`src/rtl/axi4_lite_arbiter.sv`:
```
`default_nettype none
// ============================================================================
// axi4_lite_arbiter: two AXI4-Lite masters onto one shared slave bus, with
// independent round-robin write and read paths.                    Rev 1.0
// ============================================================================
module axi4_lite_arbiter #(
   parameter int ADDR_WIDTH = 32,
   parameter int DATA_WIDTH = 32,
   parameter int NUM_SLAVES = 4,
   parameter int SEL_LSB    = 28
) (
   input  logic                    clk,
   input  logic                    rst,
   // master 0
   input  logic [ADDR_WIDTH-1:0]   m0_awaddr,
   input  logic                    m0_awvalid,
   output logic                    m0_awready,
   input  logic [DATA_WIDTH-1:0]   m0_wdata,
   input  logic [DATA_WIDTH/8-1:0] m0_wstrb,
   input  logic                    m0_wvalid,
   output logic                    m0_wready,
   output logic [1:0]              m0_bresp,
   output logic                    m0_bvalid,
   input  logic                    m0_bready,
   input  logic [ADDR_WIDTH-1:0]   m0_araddr,
   input  logic                    m0_arvalid,
   output logic                    m0_arready,
   output logic [DATA_WIDTH-1:0]   m0_rdata,
   output logic [1:0]              m0_rresp,
   output logic                    m0_rvalid,
   input  logic                    m0_rready,
   // master 1
   input  logic [ADDR_WIDTH-1:0]   m1_awaddr,
   input  logic                    m1_awvalid,
   output logic                    m1_awready,
   input  logic [DATA_WIDTH-1:0]   m1_wdata,
   input  logic [DATA_WIDTH/8-1:0] m1_wstrb,
   input  logic                    m1_wvalid,
   output logic                    m1_wready,
   output logic [1:0]              m1_bresp,
   output logic                    m1_bvalid,
   input  logic                    m1_bready,
   input  logic [ADDR_WIDTH-1:0]   m1_araddr,
   input  logic                    m1_arvalid,
   output logic                    m1_arready,
   output logic [DATA_WIDTH-1:0]   m1_rdata,
   output logic [1:0]              m1_rresp,
   output logic                    m1_rvalid,
   input  logic                    m1_rready,
   // shared slave bus
   output logic [ADDR_WIDTH-1:0]   s_awaddr,
   output logic                    s_awvalid,
   input  logic                    s_awready,
   output logic [DATA_WIDTH-1:0]   s_wdata,
   output logic [DATA_WIDTH/8-1:0] s_wstrb,
   output logic                    s_wvalid,
   input  logic                    s_wready,
   input  logic [1:0]              s_bresp,
   input  logic                    s_bvalid,
   output logic                    s_bready,
   output logic [ADDR_WIDTH-1:0]   s_araddr,
   output logic                    s_arvalid,
   input  logic                    s_arready,
   input  logic [DATA_WIDTH-1:0]   s_rdata,
   input  logic [1:0]              s_rresp,
   input  logic                    s_rvalid,
   output logic                    s_rready,
   output logic [NUM_SLAVES-1:0]   slave_write_sel,
   output logic [NUM_SLAVES-1:0]   slave_read_sel
);

   localparam int         IDX_WIDTH     = ADDR_WIDTH - SEL_LSB;
   localparam logic [1:0] C_RESP_DECERR = 2'b11;

   typedef enum logic [1:0] {W_IDLE = 2'd0, W_ADDR = 2'd1, W_RESP = 2'd2, W_ERR = 2'd3} wr_state_e;
   typedef enum logic [1:0] {R_IDLE = 2'd0, R_ADDR = 2'd1, R_DATA = 2'd2, R_ERR = 2'd3} rd_state_e;

   // An out-of-range index yields an all-zero select, which steers to the error state.
   function automatic logic [NUM_SLAVES-1:0] decode(input logic [IDX_WIDTH-1:0] idx);
      logic [NUM_SLAVES-1:0] sel;
      sel = '0;
      for (int i = 0; i < NUM_SLAVES; i++) begin
         if (idx == IDX_WIDTH'(i)) sel[i] = 1'b1;
      end
      return sel;
   endfunction

   // ---------------------------------------------------------------- write path
   wr_state_e             wr_state_q;
   logic                  wr_gnt_q, wr_last_q, aw_done_q, w_done_q;
   logic [NUM_SLAVES-1:0] wr_sel_q;
   logic                  wr_gnt_d;
   logic [IDX_WIDTH-1:0]  wr_idx;
   logic [NUM_SLAVES-1:0] wr_sel_d;
   logic                  wr_in_addr, wr_in_resp, wr_in_err;
   logic                  g_awvalid, g_wvalid, g_bready;
   logic                  g_awready, g_wready, g_bvalid;
   logic [1:0]            g_bresp;
   logic                  aw_hs, w_hs, b_hs, aw_now, w_now;

   assign wr_gnt_d = (m0_awvalid & m1_awvalid) ? ~wr_last_q : m1_awvalid;
   assign wr_idx   = wr_gnt_d ? m1_awaddr[ADDR_WIDTH-1:SEL_LSB] : m0_awaddr[ADDR_WIDTH-1:SEL_LSB];
   assign wr_sel_d = decode(wr_idx);

   assign wr_in_addr = (wr_state_q == W_ADDR);
   assign wr_in_resp = (wr_state_q == W_RESP);
   assign wr_in_err  = (wr_state_q == W_ERR);

   assign g_awvalid = wr_gnt_q ? m1_awvalid : m0_awvalid;
   assign g_wvalid  = wr_gnt_q ? m1_wvalid  : m0_wvalid;
   assign g_bready  = wr_gnt_q ? m1_bready  : m0_bready;

   assign s_awaddr  = wr_gnt_q ? m1_awaddr : m0_awaddr;
   assign s_wdata   = wr_gnt_q ? m1_wdata  : m0_wdata;
   assign s_wstrb   = wr_gnt_q ? m1_wstrb  : m0_wstrb;
   assign s_awvalid = wr_in_addr & g_awvalid & ~aw_done_q;
   assign s_wvalid  = wr_in_addr & g_wvalid & ~w_done_q;
   assign s_bready  = wr_in_resp & g_bready;

   assign g_awready = ((wr_in_addr & s_awready) | wr_in_err) & ~aw_done_q;
   assign g_wready  = ((wr_in_addr & s_wready)  | wr_in_err) & ~w_done_q;
   assign g_bvalid  = wr_in_resp ? s_bvalid : (wr_in_err & aw_done_q & w_done_q);
   assign g_bresp   = wr_in_err ? C_RESP_DECERR : s_bresp;

   assign aw_hs  = g_awvalid & g_awready;
   assign w_hs   = g_wvalid & g_wready;
   assign b_hs   = g_bvalid & g_bready;
   assign aw_now = aw_done_q | aw_hs;
   assign w_now  = w_done_q | w_hs;

   assign m0_awready = g_awready & ~wr_gnt_q;
   assign m1_awready = g_awready &  wr_gnt_q;
   assign m0_wready  = g_wready  & ~wr_gnt_q;
   assign m1_wready  = g_wready  &  wr_gnt_q;
   assign m0_bvalid  = g_bvalid  & ~wr_gnt_q;
   assign m1_bvalid  = g_bvalid  &  wr_gnt_q;
   assign m0_bresp   = wr_gnt_q ? 2'b00 : g_bresp;
   assign m1_bresp   = wr_gnt_q ? g_bresp : 2'b00;
   assign slave_write_sel = wr_sel_q;

   always_ff @(posedge clk) begin
      if (rst) begin
         wr_state_q <= W_IDLE;
         wr_gnt_q   <= 1'b0;
         wr_last_q  <= 1'b1;
         aw_done_q  <= 1'b0;
         w_done_q   <= 1'b0;
         wr_sel_q   <= '0;
      end else begin
         case (wr_state_q)
            W_IDLE: begin
               if (m0_awvalid | m1_awvalid) begin
                  wr_gnt_q   <= wr_gnt_d;
                  wr_last_q  <= wr_gnt_d;
                  wr_sel_q   <= wr_sel_d;
                  wr_state_q <= (|wr_sel_d) ? W_ADDR : W_ERR;
               end
            end
            W_ADDR: begin
               if (aw_now & w_now) begin
                  wr_state_q <= W_RESP;
                  aw_done_q  <= 1'b0;
                  w_done_q   <= 1'b0;
               end else begin
                  aw_done_q  <= aw_now;
                  w_done_q   <= w_now;
               end
            end
            W_RESP: begin
               if (b_hs) begin
                  wr_state_q <= W_IDLE;
                  wr_sel_q   <= '0;
               end
            end
            W_ERR: begin
               if (b_hs) begin
                  wr_state_q <= W_IDLE;
                  aw_done_q  <= 1'b0;
                  w_done_q   <= 1'b0;
               end else begin
                  aw_done_q  <= aw_now;
                  w_done_q   <= w_now;
               end
            end
            default: wr_state_q <= W_IDLE;
         endcase
      end
   end

   // ----------------------------------------------------------------- read path
   rd_state_e             rd_state_q;
   logic                  rd_gnt_q, rd_last_q, ar_done_q;
   logic [NUM_SLAVES-1:0] rd_sel_q;
   logic                  rd_gnt_d;
   logic [IDX_WIDTH-1:0]  rd_idx;
   logic [NUM_SLAVES-1:0] rd_sel_d;
   logic                  rd_in_addr, rd_in_data, rd_in_err;
   logic                  g_arvalid, g_rready, g_arready, g_rvalid;
   logic [1:0]            g_rresp;
   logic [DATA_WIDTH-1:0] g_rdata;
   logic                  ar_hs, r_hs;

   assign rd_gnt_d = (m0_arvalid & m1_arvalid) ? ~rd_last_q : m1_arvalid;
   assign rd_idx   = rd_gnt_d ? m1_araddr[ADDR_WIDTH-1:SEL_LSB] : m0_araddr[ADDR_WIDTH-1:SEL_LSB];
   assign rd_sel_d = decode(rd_idx);

   assign rd_in_addr = (rd_state_q == R_ADDR);
   assign rd_in_data = (rd_state_q == R_DATA);
   assign rd_in_err  = (rd_state_q == R_ERR);

   assign g_arvalid = rd_gnt_q ? m1_arvalid : m0_arvalid;
   assign g_rready  = rd_gnt_q ? m1_rready  : m0_rready;

   assign s_araddr  = rd_gnt_q ? m1_araddr : m0_araddr;
   assign s_arvalid = rd_in_addr & g_arvalid;
   assign s_rready  = rd_in_data & g_rready;

   // The error responder accepts exactly one address, then answers with DECERR.
   assign g_arready = (rd_in_addr & s_arready) | (rd_in_err & ~ar_done_q);
   assign g_rvalid  = rd_in_data ? s_rvalid : (rd_in_err & ar_done_q);
   assign g_rresp   = rd_in_err ? C_RESP_DECERR : s_rresp;
   assign g_rdata   = rd_in_err ? '0 : s_rdata;

   assign ar_hs = g_arvalid & g_arready;
   assign r_hs  = g_rvalid & g_rready;

   assign m0_arready = g_arready & ~rd_gnt_q;
   assign m1_arready = g_arready &  rd_gnt_q;
   assign m0_rvalid  = g_rvalid  & ~rd_gnt_q;
   assign m1_rvalid  = g_rvalid  &  rd_gnt_q;
   assign m0_rresp   = rd_gnt_q ? 2'b00 : g_rresp;
   assign m1_rresp   = rd_gnt_q ? g_rresp : 2'b00;
   assign m0_rdata   = rd_gnt_q ? '0 : g_rdata;
   assign m1_rdata   = rd_gnt_q ? g_rdata : '0;
   assign slave_read_sel = rd_sel_q;

   always_ff @(posedge clk) begin
      if (rst) begin
         rd_state_q <= R_IDLE;
         rd_gnt_q   <= 1'b0;
         rd_last_q  <= 1'b1;
         ar_done_q  <= 1'b0;
         rd_sel_q   <= '0;
      end else begin
         case (rd_state_q)
            R_IDLE: begin
               if (m0_arvalid | m1_arvalid) begin
                  rd_gnt_q   <= rd_gnt_d;
                  rd_last_q  <= rd_gnt_d;
                  rd_sel_q   <= rd_sel_d;
                  rd_state_q <= (|rd_sel_d) ? R_ADDR : R_ERR;
               end
            end
            R_ADDR: begin
               if (ar_hs) rd_state_q <= R_DATA;
            end
            R_DATA: begin
               if (r_hs) begin
                  rd_state_q <= R_IDLE;
                  rd_sel_q   <= '0;
               end
            end
            R_ERR: begin
               if (r_hs) begin
                  rd_state_q <= R_IDLE;
                  ar_done_q  <= 1'b0;
               end else if (ar_hs) begin
                  ar_done_q  <= 1'b1;
               end
            end
            default: rd_state_q <= R_IDLE;
         endcase
      end
   end

endmodule
`default_nettype wire

```
`config.mk`:
```
export PLATFORM = sky130hd
export DESIGN_NAME = axi4_lite_arbiter
export DESIGN_NICKNAME = d
export VERILOG_FILES = /design/src/rtl/axi4_lite_arbiter.sv
export SDC_FILE = /design/constraint.sdc
export NUM_CORES = 1
export LEC_CHECK = 0
export BUFFER_PORTS_ARGS = -buffer_cell sky130_fd_sc_hd__clkbuf_2
export CAP_MARGIN = 20
export CORE_AREA = 2 2 174 176
export CTS_BUF_LIST = sky130_fd_sc_hd__clkbuf_8
export DETAILED_ROUTE_END_ITERATION = 10
export DIE_AREA = 0 0 176 178
export SYNTH_ARGS = -nofsm -noshare
export SYNTH_HDL_FRONTEND = slang
export SYNTH_SLANG_ARGS = --single-unit
```
`constraint.sdc`:
```
create_clock -name clk -period 3.4 [get_ports clk]
set_clock_uncertainty 0.05 [all_clocks]
set_input_delay 0.34 -clock clk [delete_from_list [all_inputs] [get_ports clk]]
set_output_delay 0.34 -clock clk [all_outputs]
set_load 0.01 [all_outputs]
```
# ---- Yosys cells after proc, flatten, opt, wreduce, memory -nomap -nowiden
# Index checks and enable logic that the tools add are counted.
# W data, S select, Z words.
dict set report op_classes {
  shifts 0
  muxes 56
  bitwise_logic 48
  div 0
  n_eq_ne 20
  n_mul 0
  n_reduce_logical 19
  magnitude_cmp 0
  addsub 0
}
# op n
set op_table {}
lappend op_table {{$mux W32} 6}
lappend op_table {{$and A1 B1 Y1} 34}
lappend op_table {{$mux W2} 14}
lappend op_table {{$mux W4} 7}
lappend op_table {{$mux W1} 23}
lappend op_table {{$eq A4 B2 Y1 const B} 4}
lappend op_table {{$pmux W4 S2} 2}
lappend op_table {{$ne A2 B1 Y1 const B} 6}
lappend op_table {{$pmux W2 S3} 2}
lappend op_table {{$reduce_and A3 Y1} 4}
lappend op_table {{$eq A2 B2 Y1 const B} 4}
lappend op_table {{$eq A4 B1 Y1 const B} 2}
lappend op_table {{$logic_not A4 Y1} 2}
lappend op_table {{$reduce_bool A2 Y1} 4}
lappend op_table {{$reduce_or A4 Y1} 2}
lappend op_table {{$not A1 Y1} 7}
lappend op_table {{$or A1 B1 Y1} 7}
lappend op_table {{$reduce_and A2 Y1} 3}
lappend op_table {{$eq A2 B1 Y1 const B} 2}
lappend op_table {{$logic_not A2 Y1} 2}
lappend op_table {{$ne A2 B2 Y1 const B} 2}
lappend op_table {{$pmux W1 S2} 2}
lappend op_table {{$reduce_or A2 Y1} 2}
dict set report word_totals {
  inputBits 253
  out_inout_bits 195
  mem_bits_rw 0
  rom_bits 0
  latch_bits 0
  mem_count 0
  wordCells 154
  regBits 19
}

# ---- Depth between registers and ports, before layout
# Gate-level depths: netlist of the first run.
dict set report depth {
  word_depth 9
  mapped_depth 6
  mapped_depth_nobuf 4
}

# ---- Least setup slack after synthesis of the first run
# No wires, ideal clock.
dict set report synth_timing {
  path_type {reg-to-output}
  from {register rd_gnt_q}
  to {output port s_araddr[10]}
  n_path_buf 2
  required_ns 3.010
  path_slack_ns 1.671
  t_arrival_ns 1.339
  stages_incl_launch_ff 4
  path_cell_list {dfxtp_1 -> clkbuf_1 -> buf_2 -> mux2_2}
}
dict set report synth_via {
  elab_chain_len 1
}
# item line_no
set synth_rtl {}
lappend synth_rtl {{from (decl)} 192} ;# logic rd_gnt_q, rd_last_q, ar_done_q;
lappend synth_rtl {{from (signal assigned)} 248} ;# rd_gnt_q <= rd_gnt_d;
lappend synth_rtl {{$mux W32} 214} ;# assign s_araddr = rd_gnt_q ? m1_araddr : m0_araddr;
lappend synth_rtl {{to (decl)} 61} ;# output logic [ADDR_WIDTH-1:0] s_araddr,
# No other way between the ends.

# ---- Worst setup path in the final report of the first run
dict set report layout_timing {
  from {register wr_gnt_q}
  to {output port s_wdata[0]}
}
dict set report layout_via {
  elab_chain_len 1
}
# item line_no
set layout_rtl {}
lappend layout_rtl {{from (decl)} 90} ;# logic wr_gnt_q, wr_last_q, aw_done_q, w_done_q;
lappend layout_rtl {{from (signal assigned)} 153} ;# wr_gnt_q <= wr_gnt_d;
lappend layout_rtl {{$mux W32} 114} ;# assign s_wdata = wr_gnt_q ? m1_wdata : m0_wdata;
lappend layout_rtl {{to (decl)} 54} ;# output logic [DATA_WIDTH-1:0] s_wdata,
# No other way between the ends.

==> metrics.cfg, run 1 <==
[run_status]
status=complete, no violations

[sta]
maxClockFrequency_mhz=414
rsz_0062_raised_after_global_routing=false
setup_violations=0
whs_ns=0.330
finalSetupTns_ns=0
worst_max_slew_pin_slew_ns=0.654
min_period_ns=2.41
final-hold-violation-count=0
postLayoutSetupSlackWorst_ns=0.985
layout_worst_path_cycle_share=0.710
final-max-slew-violation-count=0
relSlewSlack=0.560

[floorplan]
initial_core_utilization=0.0972
placeableCoreArea_um2=29400
die_area_um2=31300
io_pins=448
dieHeight_um=178
die_w_um=176
placementRows=63

[power_and_ir_drop]
vdd_drop_max_mv=0.0966
power-per-cell-area_nw_per_um2=255
leakagePower_uw=0.00292
total_power_uw=1420

[setup_path]
setup.worst_path.end_class=output pin
timing.critical_path.required_ns=3.01
crit-reg2reg-capture=slave_write_sel[0]$_SDFFE_PP0P_
ff2ff_setup_slack_ns=1.25
critical_path_class=register to output pin
worstPathArrival_ns=2.02
reg2regPathDepth=4
critPathMaxFanout=48
setup.worst_path.start_class=register
beginning_of_the_worst_register_to_register_path=wr_gnt_q$_SDFFE_PP0P_

[cts]
cts-resized-gates=0
clock_tree.htree_level_count=1
clock_path_buffers=2
clock_transition_at_the_register_clock_pins_on_the_worst_setup_and_hold_paths_after_cts_ns=0.07
cts_hold_repair.buffers=0
clock_latency_ns=0.26
tritoncts.num_buffers=3
cts.root.buffer_cell=sky130_fd_sc_hd__clkbuf_8
tritoncts=built
numClockSinks=19
setup_buffers_after_cts=0

[grt]
grt.overflow.total=0
grt_pass1_vias=4154
maximum_number_of_pins_on_one_net_before_global_route_repair=49
track_usage=0.139
wire_length_of_the_first_global_routing_pass_um=30500
grt_antenna_before_repair=9

[cells_and_area]
area_growth_syn_to_layout_pct=94.8
final_net_count=1020
filler_cell_count=3356
post_route_cells_drive_above_1_share=0.740
postLayoutCoreUtil=0.189

[drt]
postRouteWirelength_um=23600
detail_route.vias_per_cell=3.71
drt-pass1-iter-count=4
drt_drc_violations_left=0
vias=4313
drt_first_iter_violations=116
ant_nets=0
drt-wirelength-per-cell_um=20.4

[min_path]
hold_path_startpoint=s_arready
worst_min_delay_path_endpoint=rd_state_q[0]$_SDFFE_PP0P_
holdCritPathClass=primary input to register
min_delay_path_depth=3

[synth]
synthTopCellsByArea=sky130_fd_sc_hd__mux2_2 40%, sky130_fd_sc_hd__and2_1 15%, sky130_fd_sc_hd__dfxtp_1 13%
synthFlopType=sky130_fd_sc_hd__dfxtp_1
yosys_register_bits=19
yosys.area.top_type_share=0.402
synthesis.area_um2=2860
postSynthCellCount=336
synth_async_sr_flop_share=0
sequential_area_share_after_synthesis=0.133
avgSynthCellArea_um2=8.50
distinct_cell_type_count_after_synthesis=44
yosys_warnings=0
synth_edf_count=0
synthesis.nets=589
synthDominantAreaCellType=sky130_fd_sc_hd__mux2_2

[place]
pre_cts_slack_ns=1.23
detailed_place_hpwl_um=21900
final_weighted_congestion_in_routability_driven_placement=0.845
place.port_buffers=447

[flow_run]
max_cap_viol_count=0

## worst max-delay path, cell delays in order, from the launching register on
cell and delay [ns]:
sky130_fd_sc_hd__dfxtp_4 0.73, sky130_fd_sc_hd__buf_4 0.49, sky130_fd_sc_hd__mux2_2 0.40, sky130_fd_sc_hd__clkbuf_2 0.14
## synthesized netlist by cell type, types with 6 or more instances
| cell type | count |
|---|---|
| sky130_fd_sc_hd__clkbuf_1 | 17 |
| sky130_fd_sc_hd__dfxtp_1 | 19 |
| sky130_fd_sc_hd__and2_1 | 67 |
| sky130_fd_sc_hd__buf_2 | 6 |
| sky130_fd_sc_hd__nand2_1 | 9 |
| sky130_fd_sc_hd__mux2i_1 | 7 |
| sky130_fd_sc_hd__nor2_1 | 27 |
| sky130_fd_sc_hd__a22o_1 | 8 |
| sky130_fd_sc_hd__mux2_2 | 102 |
| sky130_fd_sc_hd__nor2b_1 | 6 |
| sky130_fd_sc_hd__a21oi_1 | 8 |
## how the worst max path moves through the flow
stage / from / to / cells past startpoint / slack (ns)
after global placement: wr_gnt_q$_SDFFE_PP0P_ / s_wdata[0] / 3 / 1.29
final: wr_gnt_q$_SDFFE_PP0P_ / s_wdata[0] / 3 / 0.99
after global routing: wr_gnt_q$_SDFFE_PP0P_ / s_awaddr[4] / 3 / 0.83
after floorplan: rd_gnt_q$_SDFFE_PP0P_ / s_araddr[10] / 3 / 1.67
after CTS: wr_gnt_q$_SDFFE_PP0P_ / s_wdata[0] / 3 / 0.93
after detailed placement: wr_gnt_q$_SDFFE_PP0P_ / slave_write_sel[0]$_SDFFE_PP0P_ / 4 / 1.23
## stage by stage
step | instance area, um^2 | std cells
after detailed placement | 5510 | 1152
after global placement | 5510 | 1152
final | 5570 | 1161
after floorplan | 2860 | 336
after global routing | 5550 | 1156
after CTS | 5550 | 1156
## per-layer routing
| metal | GRT usage | vias to the layer above | share of wire |
|---|---|---|---|
| li1 | - | 2078 | - |
| met1 | 0.154 | 1933 | 0.37 |
| met2 | 0.258 | 283 | 0.51 |
| met3 | 0.0522 | 13 | 0.11 |
| met4 | 0.0189 | 6 | 0.0063 |
| met5 | 0 | - | 0.0018 |
## cell families (layout without fill, tap and decap cells)
family                 Yosys count  count (layout)  share of synthesized area
AOI/OAI and AO/OA               43              43                      0.113
buffers and inverters           28             458                     0.0420
DFF                             19              19                      0.133
muxes                          110             110                      0.432
other                            0               5                          0
and+or+nand+nor                136             136                      0.280
## cell usage in the layout (no fill, tap or decap), drive strengths merged
cell type / instances
clkbuf: 450
mux2: 103
and2: 68
nor2: 27
dfxtp: 19
nand2: 9
a21oi: 8
a22o: 8
mux2i: 7
nor2b: 6
diode: 5
inv: 4
nor4bb: 4
o21ai: 4
buf: 4
a211oi: 4
nor3: 3
nand3: 3
nand3b: 3
a31oi: 3
a21boi: 3
or2: 2
and4b: 2
or4: 2
o311ai: 2
or4b: 2
a22oi: 2
a221o: 2
a211o: 2
nor3b: 2
nand2b: 1
and3: 1
o21a: 1
or3b: 1
a31o: 1
a21o: 1
o22ai: 1
a311oi: 1
## cell type report
| type | instances | area [um^2] | area share |
|---|---|---|---|
| clock inverter | 1 | 3.75 | 0.000674 |
| clock buffer | 3 | 41.3 | 0.00742 |
| inverter | 3 | 11.3 | 0.00202 |
| timing repair buffer | 451 | 2270 | 0.407 |
| multi-input combinational | 289 | 2360 | 0.423 |
| tap | 390 | 488 | 0.0877 |
| antenna | 5 | 12.5 | 0.00225 |
| sequential | 19 | 385 | 0.0692 |
## flip-flops by register name, summed over array words and instances (netlist names)
register         cells
wr_last_q            1
slave_write_sel      4
rd_last_q            1
wr_gnt_q             1
ar_done_q            1
w_done_q             1
aw_done_q            1
slave_read_sel       4
rd_gnt_q             1
wr_state_q           2
rd_state_q           2
## where the power goes
group          total (uW)  internal (uW)  leakage, uW  switching [uW]
clock                 162           80.6    0.0000269            81.1
sequential            298            241     0.000157            56.4
combinational         962            463      0.00274             499
(Power assumes the default switching activity.)
==> run 2, diff against run 1 <==
clock period = 2 ns   (was 3.4 ns; I/O delays follow)
==> metrics.cfg, run 2 (synthesis gave the netlist of run 1 again) <==
[cells_and_area]
post-route-cell-area_um2=5620  ; was 5570 um^2
mostFrequentLayoutCell=sky130_fd_sc_hd__clkbuf_2  ; unchanged
postLayoutCoreUtil=0.191  ; was 0.189
most-common-layout-cells=447 x sky130_fd_sc_hd__clkbuf_2, 102 x sky130_fd_sc_hd__mux2_2, 67 x sky130_fd_sc_hd__and2_1  ; unchanged
area_growth_syn_to_layout_pct=96.8  ; was 94.8%
post_route_cells_drive_above_1_share=0.743  ; was 0.740
final_net_count=1029  ; was 1,020

[setup_path]
worstPathArrival_ns=1.67  ; was 2.02 ns
timing.critical_path.buf_inv=2  ; unchanged
timing.critical_path.cells=buf_4 > mux2_2 > clkbuf_2  ; unchanged
setup.worst_path.end_class=output pin  ; unchanged
critPathMaxFanout=35  ; was 48
critical_path.slowest_cell=sky130_fd_sc_hd__mux2_2  ; was sky130_fd_sc_hd__dfxtp_4
critical-path-top-delay-family=buffers and inverters  ; was flip-flops
max_stage_delay_ns=0.44  ; was 0.73 ns
critical_path_class=register to output pin  ; unchanged
timing.critical_path.required_ns=1.75  ; was 3.01 ns
setup.worst_path.start_class=register  ; unchanged

[drt]
detail_route.vias_per_cell=3.72  ; was 3.71
drt-wirelength-per-cell_um=19.7  ; was 20.4 um
postRouteWirelength_um=23000  ; was 23,600 um
drt-pass1-iter-count=4  ; unchanged
drt_drc_violations_left=0  ; unchanged
vias=4340  ; was 4,313
drt_first_iter_violations=98  ; was 116
ant_nets=0  ; unchanged

[power_and_ir_drop]
net_switching_share_of_the_total_power=0.447  ; was 0.448
power-per-cell-area_nw_per_um2=439  ; was 255 nW/um^2
leakagePower_uw=0.00297  ; was 0.00292 uW
power.sequential.fraction=0.179  ; was 0.209
comb_power_share=0.704  ; was 0.677
intPower_uw=1360  ; was 785 uW
share_clk_of_total_power=0.116  ; was 0.114
vdd_drop_max_mv=0.161  ; was 0.0966 mV
switchingPower_uw=1100  ; was 637 uW

[cts]
clock_path_buffers=2  ; unchanged
cts-resized-gates=0  ; unchanged
tritoncts.num_buffers=3  ; unchanged
clock_tree.htree_level_count=1  ; unchanged
cts.root.buffer_cell=sky130_fd_sc_hd__clkbuf_8  ; unchanged
numClockSinks=19  ; unchanged
tritoncts=built  ; unchanged
cts_hold_repair.buffers=0  ; unchanged
clock_latency_ns=0.27  ; was 0.26 ns
setup_buffers_after_cts=0  ; unchanged
clock_transition_at_the_register_clock_pins_on_the_worst_setup_and_hold_paths_after_cts_ns=0.08  ; was 0.07 ns

[floorplan]
initial_core_utilization=0.0972  ; unchanged
die_area_um2=31300  ; unchanged
placementRows=63  ; unchanged
die_w_um=176  ; unchanged
dieHeight_um=178  ; unchanged
io_pins=448  ; unchanged
placeableCoreArea_um2=29400  ; unchanged

[sta]
setup_violations=0  ; unchanged
relSlewSlack=0.605  ; was 0.560
finalSetupTns_ns=0  ; unchanged
layout_worst_path_cycle_share=0.958
rsz_0062_raised_after_global_routing=false  ; unchanged
final-hold-violation-count=0  ; unchanged
final-max-slew-violation-count=0  ; unchanged
maxClockFrequency_mhz=522
worst_max_slew_pin_slew_ns=0.586  ; was 0.654 ns
min_period_ns=1.92

[place]
final_weighted_congestion_in_routability_driven_placement=0.846  ; was 0.845
detailed_place_hpwl_um=21500  ; was 21,900 um
place.port_buffers=447  ; unchanged
placedInstanceArea_um2=5580  ; was 5510 um^2

[flow_run]
max_cap_viol_count=0  ; unchanged

[min_path]
holdCritPathClass=primary input to register  ; unchanged

[grt]
grtUsageMet2=0.256  ; was 0.258
track_usage=0.135  ; was 0.139
grt.met3_usage=0.0413  ; was 0.0522
grt_antenna_before_repair=2  ; was 9
grt.overflow.total=0  ; unchanged
wire_length_of_the_first_global_routing_pass_um=30000  ; was 30,500 um
maximum_number_of_pins_on_one_net_before_global_route_repair=36  ; was 49
gr-max-usage-layer=met2  ; unchanged
grt_pass1_vias=4265  ; was 4,154
groute.layer.met1.usage=0.149  ; was 0.154

[run_status]
status=complete, no violations  ; unchanged

## run 2: cell count changes in the layout (fill, tap and decap cells not counted)
cell / previous run / this run
sky130_fd_sc_hd__buf_4: 4 / 13
sky130_fd_sc_hd__diode_2: 5 / 1
## run 2: metal layers
metal | vias to the layer above | routed length (um)
met1 | 1952 | 8600
met5 | - | 13
met2 | 291 | 11700
met4 | 2 | 258
met3 | 13 | 2400
li1 | 2082 | -
## run 2: cell type report
class / count / area (um^2)
clock inverter: 1 / 3.75
sequential: 19 / 385
antenna: 1 / 2.50
tap: 390 / 488
clock buffer: 3 / 41.3
inverter: 3 / 11.3
multi-input combinational: 289 / 2360
fill: 3347 / 23800
timing repair buffer: 460 / 2330
## run 2: worst reg2reg max path, cell delays in order, from the launching register on
cell                       delay [ns]
sky130_fd_sc_hd__dfxtp_4         0.39
sky130_fd_sc_hd__mux2i_1         0.33
sky130_fd_sc_hd__nor3b_1         0.11
sky130_fd_sc_hd__buf_4           0.15
sky130_fd_sc_hd__a211oi_1        0.48
sky130_fd_sc_hd__a22o_1          0.23
## run 2: worst paths after layout
check	endpoint	cells past startpoint	slack [ns]	from
setup reg to reg	slave_write_sel[1]$_SDFFE_PP0P_	5	0.21	wr_gnt_q$_SDFFE_PP0P_
hold reg to reg	slave_read_sel[1]$_SDFFE_PP0P_	1	0.44	slave_read_sel[1]$_SDFFE_PP0P_
hold / removal	rd_state_q[0]$_SDFFE_PP0P_	3	0.19	s_arready
setup / recovery	s_wdata[1]	3	0.08	wr_gnt_q$_SDFFE_PP0P_
## run 2: power groups by stage
stage,combinational (uW),sequential (uW),clock [uW]
floorplan,873,444,0
global placement,1770,450,0
detailed placement,1780,452,0
CTS,1790,443,302
global route,1890,447,314
finish,1740,443,287
## run 2: through the flow
stage,power [uW],setup WS [ns],cells,hold WS (ns)
after floorplan,1320,0.411,336,0.340
after global placement,2220,0.212,1161,0.419
after detailed placement,2230,0.218,1161,0.428
after CTS,2530,0.0658,1165,0.180
after global routing,2650,0.00888,1165,0.204
final,2470,0.0843,1166,0.189
